**config.mk**
```make
export PLATFORM = sky130hd
export DESIGN_NAME = keypad_scanner
export DESIGN_NICKNAME = d
export VERILOG_FILES = /design/src/rtl/keypad_scanner.sv
export SDC_FILE = /design/constraint.sdc
export NUM_CORES = 1
export LEC_CHECK = 0
export CORE_MARGIN = 5
export CORE_UTILIZATION = 35
export DETAILED_ROUTE_END_ITERATION = 7
export PLACE_DENSITY_LB_ADDON = 0.25
export SLEW_MARGIN = 25
export SYNTH_ARGS = -nofsm -noshare
export SYNTH_HDL_FRONTEND = slang
export SYNTH_SLANG_ARGS = --single-unit
```
**constraint.sdc**
```tcl
create_clock -name clk -period 2.8 [get_ports clk]
set_input_delay 0.56 -clock clk [delete_from_list [all_inputs] [get_ports clk]]
set_output_delay 0.56 -clock clk [all_outputs]
set_load 0.01 [all_outputs]
```
**src/rtl/keypad_scanner.sv**
```systemverilog
// 4x4 matrix keypad scanner: drives rows one-hot active-low, debounces whole-matrix
// snapshots and reports the accepted key vector plus a single press event per new key.
module keypad_scanner #(
  parameter int SCAN_DIV       = 50000,
  parameter int DEBOUNCE_SCANS = 4
) (
  input  logic        clk,
  input  logic        rst_n,
  input  logic        scan_en,
  input  logic [3:0]  col_n,
  output logic [3:0]  row_n,
  output logic [15:0] key_state,
  output logic        any_key,
  output logic        key_press,
  output logic [3:0]  key_code
);

  localparam int DW = (SCAN_DIV > 1) ? $clog2(SCAN_DIV) : 1;
  localparam int SW = $clog2(DEBOUNCE_SCANS + 1);
  localparam logic [DW-1:0] DIV_LAST = DW'(SCAN_DIV - 1);
  localparam logic [SW-1:0] DB_MAX   = SW'(DEBOUNCE_SCANS);

  typedef enum logic [1:0] {IDLE, DRIVE, EVAL} state_t;

  state_t        state_q, state_d;
  logic [1:0]    row_q, row_d;
  logic [DW-1:0] div_q, div_d;
  logic [15:0]   snap_q, snap_d;
  logic [15:0]   cand_q, cand_d;
  logic [SW-1:0] stable_q, stable_d;
  logic [3:0]    row_n_q, row_n_d;
  logic [15:0]   key_state_q, key_state_d;
  logic          any_key_q, any_key_d;
  logic          key_press_q, key_press_d;
  logic [3:0]    key_code_q, key_code_d;
  logic [3:0]    col_meta_q, col_sync_q;
  logic [15:0]   new_keys;

  always_comb begin
    state_d     = state_q;
    row_d       = row_q;
    div_d       = div_q;
    snap_d      = snap_q;
    cand_d      = cand_q;
    stable_d    = stable_q;
    key_state_d = key_state_q;
    any_key_d   = any_key_q;
    key_press_d = 1'b0;
    key_code_d  = key_code_q;
    new_keys    = '0;

    case (state_q)
      IDLE: begin
        if (scan_en) begin
          state_d = DRIVE;
          row_d   = '0;
          div_d   = '0;
        end
      end
      DRIVE: begin
        if (!scan_en) begin
          state_d = IDLE;
        end else if (div_q == DIV_LAST) begin
          div_d = '0;
          snap_d[{row_q, 2'b00} +: 4] = col_sync_q;
          if (row_q == 2'd3) state_d = EVAL;
          else               row_d   = row_q + 2'd1;
        end else begin
          div_d = div_q + DW'(1);
        end
      end
      EVAL: begin
        if (snap_q == cand_q) begin
          if (stable_q < DB_MAX) stable_d = stable_q + SW'(1);
        end else begin
          cand_d   = snap_q;
          stable_d = SW'(1);
        end
        // Only keys going released->pressed raise an event; the lowest index wins.
        if (stable_d >= DB_MAX) begin
          key_state_d = cand_d;
          any_key_d   = ~&cand_d;
          new_keys    = key_state_q & ~cand_d;
          if (|new_keys) begin
            key_press_d = 1'b1;
            for (int i = 15; i >= 0; i--) begin
              if (new_keys[i]) key_code_d = 4'(i);
            end
          end
        end
        state_d = scan_en ? DRIVE : IDLE;
        row_d   = '0;
        div_d   = '0;
      end
      default: state_d = IDLE;
    endcase

    row_n_d = (state_d == DRIVE) ? ~(4'b0001 << row_d) : 4'hF;
  end

  always_ff @(posedge clk or negedge rst_n) begin
    if (!rst_n) begin
      state_q     <= IDLE;
      row_q       <= '0;
      div_q       <= '0;
      snap_q      <= '0;
      cand_q      <= '0;
      stable_q    <= '0;
      row_n_q     <= 4'hF;
      key_state_q <= 16'hFFFF;
      any_key_q   <= 1'b0;
      key_press_q <= 1'b0;
      key_code_q  <= '0;
      col_meta_q  <= 4'hF;
      col_sync_q  <= 4'hF;
    end else begin
      state_q     <= state_d;
      row_q       <= row_d;
      div_q       <= div_d;
      snap_q      <= snap_d;
      cand_q      <= cand_d;
      stable_q    <= stable_d;
      row_n_q     <= row_n_d;
      key_state_q <= key_state_d;
      any_key_q   <= any_key_d;
      key_press_q <= key_press_d;
      key_code_q  <= key_code_d;
      col_meta_q  <= col_n;
      col_sync_q  <= col_meta_q;
    end
  end

  assign row_n     = row_n_q;
  assign key_state = key_state_q;
  assign any_key   = any_key_q;
  assign key_press = key_press_q;
  assign key_code  = key_code_q;

endmodule

```
==> run metrics, run 1 <==
DRT Pass-1 Iters=4; Cell Pwr Density=527 nW/um^2; Reg power frac=49.2%; Yosys top cell by area=dfrtp_1; Synth area leaders=dfrtp_1 (35%), dfstp_2 (17%), nand2_1 (5.0%); CTS tree=built; GRT Overall Usage=14.2%; port bufs=32; Antenna Nets Post-Route=0; Critical Path RT=3.03 ns; Worst setup SP type=flip-flop; Setup violations, final=0; Worst-path clk slew=0.06 ns; Area Growth Syn to Fin=20.6%; Worst-Skew Late Latency=0.35 ns; core area=12100 sq um; first-pass GRT wire length=16500 um; post-synthesis sequential area ratio=51.8%; initial antenna violation count=0; Leak=2.35 nW; CTS Root Cell=clkbuf_16; Worst Skew=0.00506 ns; P_int=2.12 mW; Synth Net Count=415; DRT iter0 DRCs=197; total of max-cap violations=0; Seq. cell area=2260 sq um; Finished Cell Area=5270 sq um; Post-CTS Hold Buffers=0; run status=complete, no violations; initial core utilization=36.1%; combinational power share=6.4%; dominant cell by count in the synthesized netlist=dfrtp_1; Ports=33; max-slew violations=0; Num CTS Buffers=9; post-synthesis instance total=399; Nets=461; Yosys top cell area share=34.9%; Yosys Warn Count=0; ys async rst share=100%; Syn Area/Cell=11.0 sq um; dpl ws=0.504 ns; Fmax achieved=0.457 GHz; filler cell count=1182; WP data arrival=2.42 ns; final HPWL from detailed placement=7180 um; maximum vdd drop=280 uV; Slew HR=62.0%; Seq cells post-synth=89; ys flop type=dfrtp_1; Longest Clk Path Bufs=2; Crit Path Class=reg2reg; Rows=40; post-synth cell types=55; layout cells sized above 1=20.0%; GP Congestion=0.801; Routed wire per std cell=15.8 um; postcts setup bufs=0; Final Hold Viols=0; vias per cell=5.16; vias in the first global route=3239; total vias in the final route=3189; EDFF count, synth=0; NetSw=0.664 mW; Die Ht=122 um; Crit. End Element=flip-flop; final wirelength=9740 um; Final period util=78.2%; worst hold path type=in2async; Die W=122 um; post-route setup TNS=0 ns; Clk pwr share=44.4%; Post-DP Area=4960 sq um; fin worst setup slack=0.611 ns; number of cells upsized or downsized after cts=0; Die ar.=14800 sq um; maximum level of the CTS H-tree=3; Worst Max-Slew Pin Slew=0.570 ns; sw frac=23.9%; CP max FO=16; # diodes=0; synthesized cell area=4370 sq um; Tmin final=2.19 ns; Post-synth top cells=dfrtp_1 (61), nand2_1 (58), dfstp_2 (28), o21ai_0 (27); area of the multi-input gates=2010 sq um; pin count of the biggest net entering global routing=47; GRT overflow=0; Worst R2R Path Depth=7; RSZ-0062 raised after global routing=false; drt drc=0; CTS sink count=89
==> path summary, 6_finish.rpt <==
| path | start | to | slack, ns |
|---|---|---|---|
| max | snap_q[3]$_DFFE_PN0P_ | cand_q[6]$_DFFE_PN0P_ | 0.61 |
| max in group asynchronous | rst_n | row_n[3]$_DFF_PN1_ | 1.90 |
| min reg2reg | col_meta_q[0]$_DFF_PN1_ | col_sync_q[0]$_DFF_PN1_ | 0.36 |
| min | rst_n | cand_q[1]$_DFFE_PN0P_ | 0.21 |
| min in group clk | col_meta_q[0]$_DFF_PN1_ | col_sync_q[0]$_DFF_PN1_ | 0.36 |
| max reg2reg | snap_q[3]$_DFFE_PN0P_ | cand_q[6]$_DFFE_PN0P_ | 0.61 |
==> metal layers <==
metal	global-route usage, %	part of all wire (%)
met5	0	0
met4	7.14	2.4
met1	18.8	48
met3	3.02	3.2
met2	21.8	46
==> kinds of logic (layout without fill, tap and decap cells) <==
family,count (synthesis),in the layout,synth area share [%]
simple gates,156,156,19.7
flops,89,89,51.8
compound gates,68,68,9.77
mux,40,40,10.7
buf+inv,21,72,2.20
xor+xnor,16,16,3.21
fa+ha+maj,9,9,2.58
==> sequential cells by signal (all words and copies together), names as in the netlist, 2 cells and up <==
register and count:
col_meta_q 4, key_state 16, col_sync_q 4, cand_q 16, div_q 16, stable_q 3, snap_q 16, row_n 4
row_q 2, state_q 2, key_code 4
==> power groups by stage <==
stage	clock, mW	combinational, mW	sequential [mW]
2_1_floorplan	0	0.112	1.37
3_3_place_gp	0	0.177	1.39
3_5_place_dp	0	0.181	1.39
4_1_cts	1.27	0.181	1.37
5_1_grt	1.31	0.203	1.37
6_report	1.23	0.178	1.37
==> cells in the final DEF (no fill, tap or decap), types with 5 or more instances in the layout <==
| cell type | netlist | final |
|---|---|---|
| nor2_1 | 10 | 10 |
| a21oi_1 | 11 | 11 |
| dfstp_2 | 28 | 28 |
| ha_1 | 9 | 9 |
| nor3_1 | 5 | 5 |
| dfrtp_1 | 61 | 61 |
| buf_4 | 0 | 12 |
| mux2_2 | 16 | 16 |
| clkbuf_16 | 0 | 9 |
| nand3_1 | 14 | 14 |
| nand2_1 | 58 | 58 |
| mux2_4 | 7 | 7 |
| xor2_1 | 16 | 16 |
| inv_1 | 11 | 11 |
| nand2b_1 | 15 | 15 |
| nor2b_1 | 10 | 10 |
| mux2_1 | 11 | 11 |
| nand4_1 | 13 | 13 |
| o21ai_0 | 27 | 27 |
| clkdlybuf4s50_1 | 0 | 31 |
| mux2i_1 | 6 | 6 |
==> layout make-up <==
class | instances | area share (%)
Clock buffer | 10 | 4.53
Multi-Input combinational cell | 289 | 38.1
Inverter | 11 | 0.783
Sequential cell | 89 | 42.9
Timing Repair Buffer | 45 | 8.36
Tap cell | 168 | 3.99
Clock inverter | 6 | 1.28
==> worst max-delay path, cell delays in order (launching register included) <==
cell     delay (ns)
dfrtp_1        0.43
xor2_1         0.19
nor4_2         0.35
nand4_2        0.22
buf_4          0.21
nand2_1        0.06
buf_4          0.24
mux2_2         0.37
==> through the flow <==
step	power, mW	std cells	hold slack (ns)	utilization, %
after floorplan	1.48	399	0.264	-
after global placement	1.56	602	0.348	41.0
after detailed placement	1.57	602	0.347	41.0
after CTS	2.81	618	0.227	43.5
after global routing	2.89	618	0.253	43.5
final	2.78	618	0.206	43.5
No activity file was read; power rests on OpenSTA's default activity.
==> run 2, diff against run 1 <==
Clock period 2.8 ns to 1.8 ns, I/O delays scaled along.
==> run 2 against run 1 <==
  * The flow now finishes with violations (negative setup slack)
  * Largest cell class is now multi-input gates
  * Highest routed layer unchanged
  * Clock power is 70% higher
  * Largest power group unchanged
  * Count of clock-buffer cells in the layout is 2 higher
  * Critical endpoint is now key_state[6]$_DFFE_PN1P_
  * Critical path type unchanged
  * Global-route usage is 1.1 points higher
==> run metrics, run 2 (synthesis results as in run 1) <==
worst reg2reg path startpoint=snap_q[15]$_DFFE_PN0P_; # diodes=0; total vias in the final route=3498; Longest Clk Path Bufs=2; maximum vdd drop=393 uV; CTS Root Cell=clkbuf_16; Worst setup SP type=flip-flop; vias per cell=4.94; GRT overflow=0; CTS sink count=89; Worst R2R Path Depth=6; worst hold path type=reg2reg; Worst Skew=0.00960 ns; pin count of the biggest net entering global routing=49; Ports=33; Worst-Skew Late Latency=0.35 ns; Nets=551; Routed wire per std cell=16.0 um; dpl ws=-0.183 ns; WP data arrival=2.23 ns; CTS tree=built; layout cells sized above 1=40.4%; Final Hold Viols=0; Num CTS Buffers=9; Tmin final=1.96 ns; GP Congestion=0.889; Finished Core Util=52.3%; Crit Path Class=reg2reg; Setup violations, final=36; final HPWL from detailed placement=8050 um; Slew HR=69.1%; Inst Count DP=679; Rows=40; Die W=122 um; CP max FO=6; post-route setup TNS=-4.78 ns; total of max-cap violations=0; run status=finished with violations; P_int=3.54 mW; Post-DP Area=5570 sq um; final wirelength=11300 um; initial antenna violation count=0; hold path endpoint=col_sync_q[2]$_DFF_PN1_; Hold Crit Depth=0; Area Growth Syn to Fin=44.9%; Worst-path clk slew=0.06 ns; Die ar.=14800 sq um; vias in the first global route=3528; met2 WL=5570 um; initial core utilization=36.1%; Reg power frac=45.9%; Final period util=109%; Antenna Nets Post-Route=0; top routing layer in use=met4; combinational power share=8.6%; DRT Pass-1 Iters=4; Finished Cell Area=6330 sq um; GRT Overall Usage=15.3%; reg2reg end=key_state[6]$_DFFE_PN1P_; filler cell count=1088; sw frac=22.9%; NetSw=1.05 mW; HP Start=col_meta_q[2]$_DFF_PN1_; Clk pwr share=45.5%; Leak=3.10 nW; Worst Max-Slew Pin Slew=0.458 ns; M1 WL=5080 um; core area=12100 sq um; maximum level of the CTS H-tree=3; port bufs=32; most common cell after layout, fill and taps aside=buf_4; Critical Path RT=2.07 ns; drt drc=0; Fmax achieved=0.510 GHz; final hold slack=0.358 ns; DRT iter0 DRCs=200; max-slew violations=0; violated checks=negative setup slack; Final Power=4.59 mW; Cell Pwr Density=725 nW/um^2; worst reg-to-reg setup slack=-0.16 ns; Die Ht=122 um; fin worst setup slack=-0.162 ns; first-pass GRT wire length=17700 um; commonest non-fill, non-tap cells in the layout=buf_4 (90), dfrtp_1 (60), nand2_1 (56); Post-Layout Cell Count=708; Crit. End Element=flip-flop; met3 routed WL=324 um; RSZ-0062 raised after global routing=true
[run 2: worst max path at each step]
stage                                 to  slack, ns  depth (start not counted)                    from
2_1_floorplan  key_state[10]$_DFFE_PN1P_      -0.16                          7  snap_q[15]$_DFFE_PN0P_
3_3_place_gp       div_q[11]$_DFFE_PN0P_      -0.15                          6                 scan_en
3_5_place_dp     key_code[2]$_DFFE_PN0P_      -0.18                          6   cand_q[8]$_DFFE_PN0P_
4_1_cts            cand_q[1]$_DFFE_PN0P_      -0.18                          7  cand_q[14]$_DFFE_PN0P_
5_1_grt          key_code[2]$_DFFE_PN0P_      -0.27                          6  cand_q[13]$_DFFE_PN0P_
6_report        key_state[6]$_DFFE_PN1P_      -0.16                          6  snap_q[15]$_DFFE_PN0P_
[run 2: power groups by stage]
stage	clock (mW)	combinational [mW]	sequential (mW)
CTS	2.14	0.374	2.10
global route	2.24	0.441	2.11
finish	2.09	0.395	2.10
global placement	0	0.359	2.13
floorplan	0	0.174	2.13
detailed placement	0	0.365	2.14
[run 2: critical path: stages, from the launching register on]
cell	delay (ns)
dfrtp_1	0.39
xor2_1	0.16
nor4_2	0.37
nand4_2	0.18
or2_4	0.30
clkbuf_16	0.18
mux2_4	0.29
[run 2: cell type report]
class	instances	area [sq um]	area share (%)
multi-input cells	289	2300	36.3
flip-flops and latches	89	2260	35.8
repair buffers	135	1180	18.7
clock buffers	12	256	4.05
well taps	168	210	3.32
clock inverters	4	76.3	1.21
inverters	11	41.3	0.652
[run 2: timing repair]
item | CTS | global route
hold buffers | 1 | 0
resized for setup | 24 | 67
gates cloned | 0 | 3
endpoints found under the setup margin | 61 | 65
pin swaps | 4 | 13
endpoints found under the hold margin | 13 | 0
setup buffers | 2 | 7
[run 2: per-layer routing]
| metal | vias up | global-route usage [%] |
|---|---|---|
| met5 | - | 0 |
| met4 | 0 | 7.42 |
| met3 | 19 | 2.65 |
| met2 | 62 | 24.8 |
| met1 | 1718 | 19.7 |
| li1 | 1699 | - |
==> run 3, diff against run 2 <==
Settings changed: ABC_CLOCK_PERIOD_IN_PS set to 1800, CORE_UTILIZATION 35 to 45.
==> run 3 against run 2 <==
  * The flow still finishes with violations (negative setup slack)
  * Register-to-register slack gained 0.02 ns
  * Routed wire length decreased by 4.5%
  * Total power shrank 17%
  * Via count rose by 1.1%
  * Design area shrank 2.6%
  * Final cell count shrank 4.8%
  * Sequential power about the same
  * Sequential share of layout area grew 0.99 points
  * Critical path type unchanged
  * Largest power group unchanged
==> run metrics, run 3 (synthesis results as in run 1) <==
Critical Path RT=2.06 ns; critical path's top delay family=simple AND/OR/NAND/NOR gates; Worst-path clk slew=0.09 ns; maximum level of the CTS H-tree=3; Routed wire per std cell=16.0 um; run status=finished with violations; Area Growth Syn to Fin=41.1%; Tmin final=1.95 ns; initial core utilization=45.3%; Longest Clk Path Bufs=2; vias per cell=5.25; worst reg-to-reg setup slack=-0.15 ns; Cell Pwr Density=615 nW/um^2; total of max-cap violations=0; Setup crit start=snap_q[15]$_DFFE_PN0P_; Reg power frac=55.3%; CTS Root Cell=clkbuf_8; Die Ht=109 um; WP data arrival=2.20 ns; Die ar.=11800 sq um; core area=9640 sq um; DRT Pass-1 Iters=4; Worst Skew=0.0115 ns; GP Congestion=0.935; Final Hold Viols=0; Crit Path Class=reg2reg; Fmax achieved=0.514 GHz; Final period util=108%; port bufs=32; worst hold path type=reg2reg; CTS tree=built; maximum vdd drop=309 uV; total vias in the final route=3536; max-slew violations=0; fin worst setup slack=-0.147 ns; DRT iter0 DRCs=97; P_int=2.84 mW; final hold slack=0.358 ns; worst reg2reg path startpoint=snap_q[15]$_DFFE_PN0P_; post-route setup TNS=-4.41 ns; CP max FO=8; NetSw=0.953 mW; combinational power share=11.4%; Ports=33; CP max-delay cell=dfrtp_1; Antenna Nets Post-Route=0; Crit. End Element=flip-flop; Worst-Skew Late Latency=0.37 ns; Hold Crit Depth=0; hold path endpoint=col_sync_q[2]$_DFF_PN1_; Worst setup SP type=flip-flop; Setup violations, final=40; Final Power=3.79 mW; dpl ws=-0.383 ns; sw frac=25.1%; commonest non-fill, non-tap cells in the layout=buf_4 (92), dfrtp_1 (59), nand2_1 (56); layout cells sized above 1=39.7%; Finished Cell Area=6160 sq um; drt drc=0; HP Start=col_meta_q[2]$_DFF_PN1_; Clk pwr share=33.2%; cells along the critical path=xor2_1, nor4_2, nand4_2, buf_6, nand2_8, clkbuf_16, mux2_4; RSZ-0062 raised after global routing=true; Worst Max-Slew Pin Slew=0.451 ns; GRT Overall Usage=19.0%; Nets=552; pin count of the biggest net entering global routing=37; reg2reg end=cand_q[5]$_DFFE_PN0P_; Rows=36; Post-DP Area=5590 sq um; # diodes=0; final wirelength=10800 um; Crit path largest cell delay=0.39 ns; Leak=2.99 nW; Worst Path Buf+Inv=2; most common cell after layout, fill and taps aside=buf_4; final HPWL from detailed placement=7700 um; Slew HR=69.7%; CTS sink count=89; Worst R2R Path Depth=7; Num CTS Buffers=9; Die W=109 um; GRT overflow=0; vias in the first global route=3606; violated checks=negative setup slack; first-pass GRT wire length=17400 um; initial antenna violation count=0
## run 3: changes by cell type in the layout (fill, tap and decap cells not counted), sizes merged
cell and change:
clkbuf +2, dlymetal6s2s +1, bufinv -2, clkdlybuf4s50 -3, clkinvlp -1, dlygate4sd2 +2, buf +2
## run 3: final cells by class
| type | count | area (sq um) |
|---|---|---|
| Clock buffer | 15 | 166 |
| Clock inverter | 1 | 5.00 |
| Fill cell | 788 | 3480 |
| Inverter | 11 | 41.3 |
| Multi-Input combinational cell | 289 | 2340 |
| Sequential cell | 89 | 2260 |
| Tap cell | 133 | 166 |
| Timing Repair Buffer | 136 | 1180 |
## run 3: timing repair
| action | CTS | global route |
|---|---|---|
| pin swaps | 4 | 7 |
| hold buffers | 1 | 0 |
| endpoints found under the hold margin | 17 | 0 |
| buffers inserted | 3 | 1 |
| setup endpoints to repair | 83 | 71 |
| gates cloned | 0 | 1 |
| resized for setup | 34 | 70 |
## run 3: worst register-to-register path: stages, from the launching register on
cell and delay, ns:
dfrtp_1 0.39, xor2_1 0.18, nor4_2 0.35, nand4_2 0.18
buf_6 0.19, nand2_8 0.07, clkbuf_16 0.17, mux2_4 0.31
## run 3: how the worst max path moves through the flow
| stage | to | slack [ns] | depth (start not counted) |
|---|---|---|---|
| after global routing | cand_q[12]$_DFFE_PN0P_ | -0.22 | 7 |
| final | cand_q[5]$_DFFE_PN0P_ | -0.15 | 7 |
| after CTS | cand_q[6]$_DFFE_PN0P_ | -0.17 | 7 |
| after detailed placement | div_q[12]$_DFFE_PN0P_ | -0.38 | 6 |
| after floorplan | key_state[10]$_DFFE_PN1P_ | -0.16 | 7 |
| after global placement | div_q[12]$_DFFE_PN0P_ | -0.33 | 5 |
## run 3: power by group through the flow
stage / registers, mW / clock network (mW) / logic, mW
2_1_floorplan: 2.13 / 0 / 0.174
3_3_place_gp: 2.13 / 0 / 0.379
3_5_place_dp: 2.13 / 0 / 0.393
4_1_cts: 2.09 / 1.29 / 0.402
5_1_grt: 2.10 / 1.38 / 0.478
6_report: 2.10 / 1.26 / 0.434
## run 3: metrics by stage
step                      util, %  instances
after floorplan                 -        399
after global placement       58.0        652
after detailed placement     58.0        652
after CTS                    60.5        672
after global routing         63.9        674
final                        63.9        674
## run 3: routing by layer
metal | vias up | share of wire [%] | track usage [%]
li1 | 1710 | - | -
met1 | 1734 | 44 | 24.9
met2 | 74 | 50 | 31.3
met3 | 18 | 3.7 | 4.60
met4 | 0 | 2.1 | 5.77
met5 | - | 0 | 0
